`config.mk`:
```
export PLATFORM = sky130hd
export DESIGN_NAME = fifo_pop_stream
export DESIGN_NICKNAME = d
export VERILOG_FILES = /design/src/rtl/fifo_pop_stream.sv
export SDC_FILE = /design/constraint.sdc
export NUM_CORES = 1
export LEC_CHECK = 0
export ABC_AREA = 1
export BUFFER_PORTS_ARGS = -buffer_cell sky130_fd_sc_hd__buf_4
export CAP_MARGIN = 10
export CORE_AREA = 2 2 39 41
export CTS_CLUSTER_DIAMETER = 200
export DETAILED_ROUTE_END_ITERATION = 10
export DIE_AREA = 0 0 41 43
export MAX_ROUTING_LAYER = met4
export PLACE_DENSITY = 0.53
export SYNTH_ARGS = -nofsm -noshare
export SYNTH_HDL_FRONTEND = slang
export SYNTH_SLANG_ARGS = --single-unit
```
`constraint.sdc`:
```
create_clock -name clk -period 7.5 [get_ports clk]
set_clock_uncertainty 0.05 [all_clocks]
set_input_delay 1.875 -clock clk [delete_from_list [all_inputs] [get_ports clk]]
set_output_delay 1.875 -clock clk [all_outputs]
set_load 0.005 [all_outputs]
```
`src/rtl/fifo_pop_stream.sv`:
```
// fifo_pop_stream
//   Drain stage for a synchronous FIFO with registered pop data. It watches
//   the FIFO empty flag, issues pops, captures the pop data one cycle later
//   and re-presents it as a valid/ready stream through a 2-entry buffer.
//   With a continuously ready consumer it sustains one beat per cycle, and it
//   never pops an empty FIFO.
//
//   Optional feature: define FIFO_POP_STREAM_STATS_EN to add the CNT_W
//   parameter and the xfer_cnt_o accepted-beat counter (wraps, reset only).
//
// Ports
//   clk              in   clock, rising edge
//   reset            in   asynchronous active-low reset
//   fifo_empty_i     in   FIFO empty flag
//   fifo_pop_o       out  pop request to the FIFO (combinational)
//   fifo_pop_data_i  in   FIFO pop data, valid the cycle after fifo_pop_o
//   flush_i          in   synchronous discard of buffered and in-flight beats
//   out_valid_o      out  stream valid (registered)
//   out_data_o       out  stream data (registered)
//   out_ready_i      in   stream ready
//   xfer_cnt_o       out  accepted-beat count (stats build only)

module fifo_pop_stream #(
    parameter int unsigned DATA_W = 1
`ifdef FIFO_POP_STREAM_STATS_EN
    ,
    parameter int unsigned CNT_W  = 16
`endif
) (
    input  logic              clk,
    input  logic              reset,
    input  logic              fifo_empty_i,
    output logic              fifo_pop_o,
    input  logic [DATA_W-1:0] fifo_pop_data_i,
    input  logic              flush_i,
    output logic              out_valid_o,
    output logic [DATA_W-1:0] out_data_o,
    input  logic              out_ready_i
`ifdef FIFO_POP_STREAM_STATS_EN
    ,
    output logic [CNT_W-1:0]  xfer_cnt_o
`endif
);

    typedef enum logic [1:0] {
        EMPTY = 2'd0,
        ONE   = 2'd1,
        TWO   = 2'd2
    } occ_e;

    occ_e              cnt_q, cnt_d;
    logic              head_q, head_d;
    logic              inflight_q, inflight_d;
    logic [DATA_W-1:0] buf_q [2];

    logic              deq;
    logic              arrive;
    logic              tail;
    logic [2:0]        level;

    assign out_valid_o = (cnt_q != EMPTY);
    assign out_data_o  = buf_q[head_q];
    assign deq         = out_valid_o & out_ready_i;

    // A beat arriving in a flush cycle is dropped rather than written.
    assign arrive      = inflight_q & ~flush_i;

    // Tail slot is head + occupancy (mod 2). Arrival only happens in EMPTY or
    // ONE, so this never aliases a live entry.
    assign tail        = head_q ^ (cnt_q == ONE);

    // Occupancy after this edge, counting the in-flight beat; deq implies
    // cnt_q >= 1 so the subtraction cannot underflow.
    always_comb begin
        level      = 3'(cnt_q) + 3'(inflight_q) - 3'(deq);
        fifo_pop_o = reset & ~flush_i & ~fifo_empty_i & (level < 3'd2);
    end

    always_comb begin
        cnt_d      = cnt_q;
        head_d     = head_q ^ deq;
        inflight_d = fifo_pop_o;
        if (flush_i) begin
            cnt_d = EMPTY;
        end else begin
            unique case (cnt_q)
                EMPTY: if (arrive) cnt_d = ONE;
                ONE: begin
                    if (arrive && !deq)      cnt_d = TWO;
                    else if (!arrive && deq) cnt_d = EMPTY;
                end
                TWO:     if (deq) cnt_d = ONE;
                default: cnt_d = EMPTY;
            endcase
        end
    end

    always_ff @(posedge clk or negedge reset) begin
        if (!reset) begin
            cnt_q      <= EMPTY;
            head_q     <= 1'b0;
            inflight_q <= 1'b0;
        end else begin
            cnt_q      <= cnt_d;
            head_q     <= head_d;
            inflight_q <= inflight_d;
        end
    end

    always_ff @(posedge clk or negedge reset) begin
        if (!reset) begin
            for (int unsigned i = 0; i < 2; i++) begin
                buf_q[i] <= '0;
            end
        end else if (arrive) begin
            buf_q[tail] <= fifo_pop_data_i;
        end
    end

`ifdef FIFO_POP_STREAM_STATS_EN
    logic [CNT_W-1:0] xfer_q;

    // Counts every accepted beat, including one accepted in a flush cycle.
    always_ff @(posedge clk or negedge reset) begin
        if (!reset) begin
            xfer_q <= '0;
        end else if (deq) begin
            xfer_q <= xfer_q + 1'b1;
        end
    end

    assign xfer_cnt_o = xfer_q;
`else
    // No transfer counter in this build.
`endif

    // The pop rule keeps buffered + in-flight beats at or below two, so a
    // beat can never arrive while the buffer is full and not draining.
    a_no_overflow: assert property (
        @(posedge clk) disable iff (!reset)
        !(arrive && (cnt_q == TWO) && !deq)
    );

endmodule
```
==> summary.md, run 1 <==
| Metric | Value |
|---|---|
| Achievable frequency | `between 0.15 and 0.2 GHz` |
| CTS Root Cell | `clkbuf_4` |
| IO Port Bufs | `8` |
| Synth-to-layout area growth | `26.5%` |
| Post-synth top area share | `between 30% and 40%` |
| Most common cell after layout, fill and taps aside | `nand2_1` |
| Postcts setup bufs | `0` |
| Total Nets Final | `slightly above 70` |
| Wire length per cell | `a little over 10 µm` |
| DRT antenna net count | `0` |
| Via/cell ratio | `around 4.7` |
| Total CTS buffers | `3` |
| Leak | `0.261 nW` |
| Die Y | `between 40 and 50 µm` |
| Post-synthesis area per instance | `7.89 µm²` |
| Setup-failing EPs final | `0` |
| Hold Path End | `buf_q[1]` |
| Max-cap viol count | `0` |
| Yosys reg bits | `6` |
| Sink Count | `6` |
| Status | `finished clean` |
| Vias in the first global route | `roughly 320` |
| Critical Path Start Type | `input pin` |
| Worst Hold Depth | `2` |
| Largest net degree at the start of global routing | `8` |
| Cts hold-fix bufs | `0` |
| Resize count post-CTS | `0` |
| Total negative setup slack | `0 ps` |
| Largest family of logic cells by synthesized area | `simple AND/OR/NAND/NOR gates` |
| Fillers | `~160` |
| Area contributors post-synth | `dfrtp_1, nand2_1, ha_1` |
| Syn. warnings | `0` |
| Worst slew pin tran | `199 ps` |
| Antenna diodes | `0` |
| Synth unique cells | `17` |
| Hold path start | `buf_q[1]` |
| Clk slew on worst S/H paths | `50 ps` |
| Final Cycle Share | `a little under three quarters` |
| Xor/xnor share of the synthesized area | `approximately 4.5%` |
| Final-report hold violation count | `0` |
| Pre-antenna DRT Iters | `4` |
| Initial Utilization | `~28%` |
| Worst-Skew Late Latency | `roughly 240 ps` |
| Area fraction in compound gates after synthesis | `5.18%` |
| Core Footprint | `between 1000 and 1500 µm²` |
| Mux contribution to synthesized area | `0%` |
| CTS tree | `done` |
| Slew Limit Fails | `0` |
| Req. time, crit path | `around 5600 ps` |
| First-pass GRT wire length | `1.23 mm` |
| CP arrival | `3450 ps` |
| Biggest area consumer among synthesized cells | `dfrtp_1` |
| Max clock buf depth | `2` |
| R2R cell count | `9` |
| Post-synth net total | `a little under 60` |
| Highest-count cells in the layout ignoring fill and taps | `nand2_1, buf_4, dfrtp_1` |
| Post-synthesis simple-gate area fraction | `about a third` |
| Die area | `1760 µm²` |
| RSZ-0062 raised after global routing | `false` |
| CP Capture Type | `primary output` |
| Share of layout cells above drive strength 1 | `30.0%` |
| Post-synthesis adder-cell area fraction | `between 10% and 20%` |
| Syn Std Cell Area | `387 µm²` |
| Placer Congestion | `around 0.80` |
| Rows | `14` |
| Final min period | `5380 ps` |
| Crit Path Category | `input pin to primary output` |
| Antenna violations before repair | `0` |
| VDD IR max | `~86 µV` |
| # DRC | `0` |
| Drt total wl | `a little under 800 µm` |
| GR Overflow Total | `0` |
| IO Count | `9` |
| Power, Total | `about 0.00011 W` |
| HPWL after detailed placement | `between 600 and 700 µm` |
| Rel. slew slack | `between 80% and 90%` |
| Reg-to-Reg End | `inflight_q` |
| Cell count after synthesis | `a little under 50` |
| Worst Path Max Fanout | `3` |
| GRT Total Usage | `around 11%` |
| DR vias | `approximately 360` |
| Die X | `about 41 µm` |
| H-tree levels | `1` |
| Seq/Total Area, Yosys | `between 30% and 40%` |
| R2R setup slack | `~5400 ps` |
| FF-to-FF Start | `cnt_q[1]` |
| Drt initial violations | `3` |
| Worst hold path type | `register to register` |
| P per Cell Area | `about 220 nW/µm²` |
## flip-flops by register name (all words and copies together) (netlist names)
| register | cells |
|---|---|
| buf_q | 2 |
| inflight_q | 1 |
| head_q | 1 |
| cnt_q | 2 |
## per-stage QoR
stage          std cells  setup slack (ps)  area, µm²  util (%)  hold slack (ps)
2_1_floorplan         49              2430        387         -              392
3_3_place_gp          73              2130        467      33.7              411
3_5_place_dp          73              2110        467      33.7              418
4_1_cts               76              2110        489      35.4              429
5_1_grt               76              2010        489      35.4              447
6_report              76              2120        489      35.4              426
## kinds of logic after synthesis
family                   Yosys count
AND/OR/NAND/NOR                   28
adder cells (fa/ha/maj)            3
AO/OA/AOI/OAI                      3
XOR/XNOR                           2
buffers and inverters              7
flip-flops                         6
## area by class of cell
cell class / instances / area, µm² / area share [%]
flip-flops and latches: 6 / 150 / 30.7
repair buffers: 8 / 60.1 / 12.3
clock buffers: 3 / 22.5 / 4.60
inverters: 7 / 26.3 / 5.37
well taps: 16 / 20.0 / 4.09
multi-input cells: 36 / 210 / 43.0
## critical path: stages
cell and delay, ps:
buf_4 120, nand2_2 100, inv_1 50, ha_1 250, or2_1 240, fa_1 480, nand3_1 80, nor2_1 130
buf_4 120
## synth_stat cells
master,count
fa_1,1
nand2_2,2
nor2_1,4
inv_2,4
nand3_1,5
o21bai_1,1
ha_1,2
or2_1,1
o21ai_1,1
inv_1,3
dfrtp_1,6
nor2_2,1
nor3_1,1
nand4_1,2
o31ai_1,1
xor2_1,2
nand2_1,12
## power by group
part           total (W)  switching (W)  internal [W]
clock network  0.0000297      0.0000116     0.0000181
registers      0.0000465     0.00000569     0.0000408
logic          0.0000311      0.0000162     0.0000149
total           0.000107      0.0000335     0.0000739
## worst max path at each step
stage / from / endpoint / slack [ps] / depth (start not counted)
finish: out_ready_i / fifo_pop_o / 2120 / 9
global route: out_ready_i / fifo_pop_o / 2010 / 9
CTS: out_ready_i / fifo_pop_o / 2110 / 9
detailed placement: out_ready_i / fifo_pop_o / 2110 / 9
global placement: out_ready_i / fifo_pop_o / 2130 / 9
floorplan: out_ready_i / fifo_pop_o / 2430 / 7
## metal layers
metal  GRT usage (%)  share of wire (%)  up-vias
met5               -                  0        -
li1                -                  -      180
met3            6.28                7.6        2
met1            13.1                 48      160
met2            14.4                 44       14
met4            6.00               0.65        0
(Power assumes the default switching activity.)
==> run 2: changes to the inputs <==
--- a/config.mk
+++ b/config.mk
@@ -13,7 +13,7 @@
 export DETAILED_ROUTE_END_ITERATION = 10
 export DIE_AREA = 0 0 41 43
 export MAX_ROUTING_LAYER = met4
-export PLACE_DENSITY = 0.53
+export PLACE_DENSITY = 0.55
 export SYNTH_ARGS = -nofsm -noshare
 export SYNTH_HDL_FRONTEND = slang
 export SYNTH_SLANG_ARGS = --single-unit
==> constraint.sdc (replaced) <==
create_clock -name clk -period 4.8 [get_ports clk]
set_clock_uncertainty 0.05 [all_clocks]
set_input_delay 1.2 -clock clk [delete_from_list [all_inputs] [get_ports clk]]
set_output_delay 1.2 -clock clk [all_outputs]
set_load 0.005 [all_outputs]
==> run 2 against run 1 <==
Effect of this change:
- non-clock buffer count unchanged
- via count down 4.8%
- final cell count unchanged
- combinational power grew 57%
- critical path type unchanged
- hold slack better by 1.3 ps
- worst setup slack got worse by 1300 ps
- sequential power is 57% higher
- core utilization stayed put
- sequential share of layout area is the same
- critical endpoint unchanged
- count of clock-buffer cells in the layout unchanged
- total power increased by 57%
- die area unchanged
==> summary.md, run 2 (same netlist as run 1, synthesis figures left out) <==
| Metric | Value |
|---|---|
| Slew Limit Fails | `0 (unchanged)` |
| Placer Congestion | `0.758 (-5.5%)` |
| Pre-antenna DRT Iters | `4 (unchanged)` |
| Final Cycle Share | `83.4%` |
| IO Port Bufs | `8 (unchanged)` |
| Placed Cells incl. Taps | `73 (unchanged)` |
| IO Count | `9 (unchanged)` |
| Req. time, crit path | `3550 ps (-2030 ps)` |
| Most frequent CP cell | `buf_4` |
| Worst Path Max Fanout | `3 (unchanged)` |
| Place WS | `792 ps (-1320 ps)` |
| Crit Path Category | `input pin to primary output` |
| P per Cell Area | `345 nW/µm² (+57%)` |
| Largest net degree at the start of global routing | `8 (unchanged)` |
| CP Capture Type | `primary output` |
| Highest-count cells in the layout ignoring fill and taps | `nand2_1, buf_4, dfrtp_1` |
| Most common cell after layout, fill and taps aside | `nand2_1` |
| RSZ-0062 raised after global routing | `false` |
| Area after DPL | `467 µm² (unchanged)` |
| Max-cap viol count | `0 (unchanged)` |
| Max clock buf depth | `2 (unchanged)` |
| Setup-failing EPs final | `0 (unchanged)` |
| CTS tree | `done` |
| Fillers | `144 (-8.3%)` |
| Crit-path max cell delay | `480 ps (about the same)` |
| Total negative setup slack | `0 ps (unchanged)` |
| Slowest-stage cell, CP | `fa_1` |
| Leak | `0.261 nW (unchanged)` |
| Worst slew pin tran | `190 ps (-8.55 ps)` |
| Drt total wl | `795 µm (+2.7%)` |
| Final core occ | `35.4% (unchanged)` |
| Status | `finished clean` |
| Critical Path Start Type | `input pin` |
| Antenna violations before repair | `0 (unchanged)` |
| Achievable frequency | `0.250 GHz` |
| Die X | `41 µm (unchanged)` |
| Synth-to-layout area growth | `26.5% (unchanged)` |
| Final-report hold violation count | `0 (unchanged)` |
| Rows | `14 (unchanged)` |
| Die area | `1760 µm² (unchanged)` |
| Share of layout cells above drive strength 1 | `30.0% (unchanged)` |
| GRT Total Usage | `12.9% (+1.9 points)` |
| Worst-Skew Late Latency | `240 ps (about the same)` |
| DRT antenna net count | `0 (unchanged)` |
| Resize count post-CTS | `0 (unchanged)` |
| Drt initial violations | `10 (+7)` |
| Biggest regs | `buf_q x2, cnt_q x2` |
| # DRC | `0 (unchanged)` |
| Antenna diodes | `0 (unchanged)` |
| HPWL after detailed placement | `610 µm (-2.9%)` |
| Total Nets Final | `71 (unchanged)` |
| CP arrival | `2760 ps (-690 ps)` |
| Worst setup margin | `794 ps (-1330 ps)` |
| Vias in the first global route | `331 (+5.1%)` |
| Rel. slew slack | `87.2% (+0.58 points)` |
| Critical-path cell list | `buf_4, nand2_2, inv_1, ha_1, or2_1, fa_1, nand3_1, nor2_1, buf_4` |
| Die Y | `43 µm (unchanged)` |
| Post-Layout Inst Area | `489 µm² (unchanged)` |
| Wire length per cell | `10.5 µm (+2.7%)` |
| Initial Utilization | `27.9% (unchanged)` |
| Clk slew on worst S/H paths | `40 ps (about the same)` |
| VDD IR max | `155 µV (+81%)` |
| Postcts setup bufs | `0 (unchanged)` |
| Core Footprint | `1380 µm² (unchanged)` |
| Worst hold path type | `register to register` |
| Non-Filler Instances | `76 (unchanged)` |
| CTS Root Cell | `clkbuf_4` |
| H-tree levels | `1 (unchanged)` |
| Sink Count | `6 (unchanged)` |
| Total CTS buffers | `3 (unchanged)` |
| Worst path bufs/invs | `3 (unchanged)` |
| GR Overflow Total | `0 (unchanged)` |
| DR vias | `339 (-4.8%)` |
| Via/cell ratio | `4.46 (-4.8%)` |
| Final min period | `approximately 4000 ps` |
| Top cell family by delay on the critical path | `adder cells` |
| First-pass GRT wire length | `1.40 mm (+14%)` |
| Cts hold-fix bufs | `0 (unchanged)` |
-- run 2: cell counts in the layout (fill, tap and decap cells not counted) --
No cell type changed its count.
-- run 2: worst reg2reg max path: cells and delay by family, from the launching register on --
kind / cells / cell delay, ps
adders and majority gates: 2 / 740
and+or+nand+nor: 5 / 590
buffers and inverters: 2 / 200
DFF: 1 / 440
-- run 2: stage by stage --
stage | hold WS [ps] | power (W)
6_report | 427 | 0.000169
5_1_grt | 468 | 0.000187
4_1_cts | 433 | 0.000172
3_5_place_dp | 423 | 0.000123
3_3_place_gp | 415 | 0.000121
2_1_floorplan | 392 | 0.000102
-- run 2: where the power goes --
| group | internal [W] | switching (W) |
|---|---|---|
| clock | 0.0000283 | 0.0000189 |
| sequential | 0.0000638 | 0.00000919 |
| combinational | 0.0000234 | 0.0000254 |
| total | 0.000115 | 0.0000535 |
-- run 2: final timing paths --
check / endpoint / slack, ps / depth (start not counted) / startpoint
hold / removal: buf_q[1] / 430 / 2 / buf_q[1]
hold reg to reg: buf_q[1] / 430 / 2 / buf_q[1]
setup reg to reg: inflight_q / 2710 / 9 / cnt_q[1]
min in group asynchronous: buf_q[0] / 710 / 1 / reset
max in group asynchronous: cnt_q[1] / 3870 / 1 / reset
setup / recovery: fifo_pop_o / 790 / 9 / out_ready_i
-- run 2: area by class of cell --
| type | count | area (µm²) | share of cell area (%) |
|---|---|---|---|
| inverter | 7 | 26.3 | 5.37 |
| tap | 16 | 20.0 | 4.09 |
| clock buffer | 3 | 22.5 | 4.60 |
| timing repair buffer | 8 | 60.1 | 12.3 |
| multi-input combinational | 36 | 210 | 43.0 |
| sequential | 6 | 150 | 30.7 |
-- run 2: routing by layer --
metal / track usage (%) / wire [µm] / up-vias
met5: - / 0 / -
met4: 6.00 / 8 / 0
met3: 9.42 / 69 / 2
met2: 16.3 / 349 / 9
met1: 15.1 / 367 / 148
li1: - / - / 180
==> run 3: changes to the inputs <==
==> constraint.sdc (replaced) <==
create_clock -name clk -period 3.4 [get_ports clk]
set_clock_uncertainty 0.05 [all_clocks]
set_input_delay 0.85 -clock clk [delete_from_list [all_inputs] [get_ports clk]]
set_output_delay 0.85 -clock clk [all_outputs]
set_load 0.005 [all_outputs]
==> run 3 against run 2 <==
Effect of this change:
- clock power rose by 39%
- flip-flop and latch count unchanged
- die area stayed put
- sequential share of layout area down 0.16 points
- global-route usage fell by 1.2 points
- total power rose by 40%
- register-to-register slack worse by 1300 ps
==> summary.md, run 3 (same netlist as run 1, synthesis figures left out) <==
| Metric | Value |
|---|---|
| Status | `finished clean` |
| Total CTS buffers | `3 (unchanged)` |
| Via/cell ratio | `4.36 (-2.4%)` |
| GR Overflow Total | `0 (unchanged)` |
| Max-cap viol count | `0 (unchanged)` |
| RSZ-0062 raised after global routing | `false` |
| Worst Path Max Fanout | `3 (unchanged)` |
| Drt initial violations | `2 (-8)` |
| HPWL after detailed placement | `578 µm (-5.3%)` |
| Share of layout cells above drive strength 1 | `31.7% (+1.7 points)` |
| Highest-count cells in the layout ignoring fill and taps | `nand2_1, buf_4, dfrtp_1` |
| DRT antenna net count | `0 (unchanged)` |
| CTS Root Cell | `clkbuf_4` |
| Total Nets Final | `71 (unchanged)` |
| Worst hold path type | `input pin to asynchronous set/reset pin` |
| Slowest-stage cell, CP | `fa_1` |
| Most common cell after layout, fill and taps aside | `nand2_1` |
| P per Cell Area | `480 nW/µm² (+39%)` |
| Fillers | `154 (+6.9%)` |
| CTS tree | `done` |
| R2R setup slack | `1360 ps (-1350 ps)` |
| Pre-antenna DRT Iters | `2 (-2)` |
| Cts hold-fix bufs | `0 (unchanged)` |
| Vias in the first global route | `328 (-0.91%)` |
| CP arrival | `2370 ps (-390 ps)` |
| Clk slew on worst S/H paths | `50 ps (about the same)` |
| Worst-Skew Late Latency | `240 ps (about the same)` |
| Antenna diodes | `0 (unchanged)` |
| Req. time, crit path | `2500 ps (-1050 ps)` |
| Final Cycle Share | `between 90% and 100%` |
| GRT Total Usage | `11.7% (-1.2 points)` |
| Max clock buf depth | `2 (unchanged)` |
| DR vias | `331 (-2.4%)` |
| Drt total wl | `706 µm (-11%)` |
| Core Footprint | `1380 µm² (unchanged)` |
| Largest net degree at the start of global routing | `8 (unchanged)` |
| Initial Utilization | `27.9% (unchanged)` |
| Power, Total | `0.000236 W (+40%)` |
| CP Capture Type | `primary output` |
| Synth-to-layout area growth | `27.2%` |
| # DRC | `0 (unchanged)` |
| IO Count | `9 (unchanged)` |
| Leak | `0.262 nW (+0.33%)` |
| Die Y | `43 µm (unchanged)` |
| Worst slew pin tran | `193 ps (+2.97 ps)` |
| Die X | `41 µm (unchanged)` |
| Placer Congestion | `0.734 (-3.1%)` |
| Antenna violations before repair | `0 (unchanged)` |
| Die area | `1760 µm² (unchanged)` |
| Slew Limit Fails | `0 (unchanged)` |
| Total negative setup slack | `0 ps (unchanged)` |
| H-tree levels | `1 (unchanged)` |
| Crit Path Category | `input pin to primary output` |
| VDD IR max | `194 µV (+25%)` |
| Multi-input gate area | `213 µm² (+1.2%)` |
| Sink Count | `6 (unchanged)` |
| First-pass GRT wire length | `1.27 mm (-9.4%)` |
| IO Port Bufs | `8 (unchanged)` |
| Critical Path Start Type | `input pin` |
| Crit-path max cell delay | `480 ps (about the same)` |
| Postcts setup bufs | `0 (unchanged)` |
| Wire length per cell | `9.29 µm (-11%)` |
| Post-Route M1 WL | `314 µm (-14%)` |
| Most frequent CP cell | `buf_4` |
| Storage element area | `150 µm² (unchanged)` |
| Met2 wire len | `320 µm (-8.3%)` |
| Top sig layer | `met4` |
| Routed wl met3 | `63 µm (-8.7%)` |
| Final-report hold violation count | `0 (unchanged)` |
| Rel. slew slack | `87.0% (-0.20 points)` |
| Setup-failing EPs final | `0 (unchanged)` |
| Rows | `14 (unchanged)` |
| Critical-path cell list | `buf_4, nand2_2, inv_1, ha_1, or2_1, fa_1, nand3_1, nor2_2, buf_4` |
| Biggest regs | `buf_q x2, cnt_q x2` |
| Achievable frequency | `between 0.3 and 0.4 GHz` |
| Final min period | `3270 ps` |
==> run 3: stage by stage <==
step	hold WS, ps	utilization [%]	cells	instance area, µm²	setup slack [ps]
after CTS	354	35.4	76	489	75.5
after global routing	341	35.5	76	492	27.6
after detailed placement	416	33.7	73	467	81.0
after global placement	417	33.7	73	467	89.9
after floorplan	392	-	49	387	376
final	361	35.5	76	492	127
==> run 3: area by class of cell <==
type / count / share of cell area (%)
multi-input cells: 36 / 43.3
flip-flops and latches: 6 / 30.5
repair buffers: 8 / 12.2
inverters: 7 / 5.34
clock buffers: 3 / 4.58
well taps: 16 / 4.07
==> run 3: timing repair <==
action,in CTS,in global routing
endpoints found under the setup margin,0,1
resized for setup,0,1
endpoints found under the hold margin,0,0
==> run 3: power breakdown <==
part	internal, W	total (W)	switching [W]
logic	0.0000330	0.0000685	0.0000355
registers	0.0000901	0.000102	0.0000123
clock network	0.0000399	0.0000654	0.0000254
==> run 3: worst paths after layout <==
| path | from | endpoint | cells past startpoint |
|---|---|---|---|
| hold / removal | reset | buf_q[0] | 1 |
| max in group asynchronous | reset | cnt_q[1] | 1 |
| setup reg to reg | cnt_q[1] | inflight_q | 9 |
| min in group clk | buf_q[1] | buf_q[1] | 2 |
| setup / recovery | out_ready_i | fifo_pop_o | 9 |
| hold reg to reg | buf_q[1] | buf_q[1] | 2 |
==> run 3: worst max-delay path: cells and delay by family <==
kind | cells | cell delay, ps
fa+ha+maj | 2 | 730
simple gates | 4 | 510
buf+inv | 3 | 290
==> run 3: routing by layer <==
metal / vias up / track usage (%)
met1: 141 / 12.8
met3: 2 / 7.85
met2: 9 / 15.6
li1: 179 / -
met4: 0 / 6.00
met5: - / -
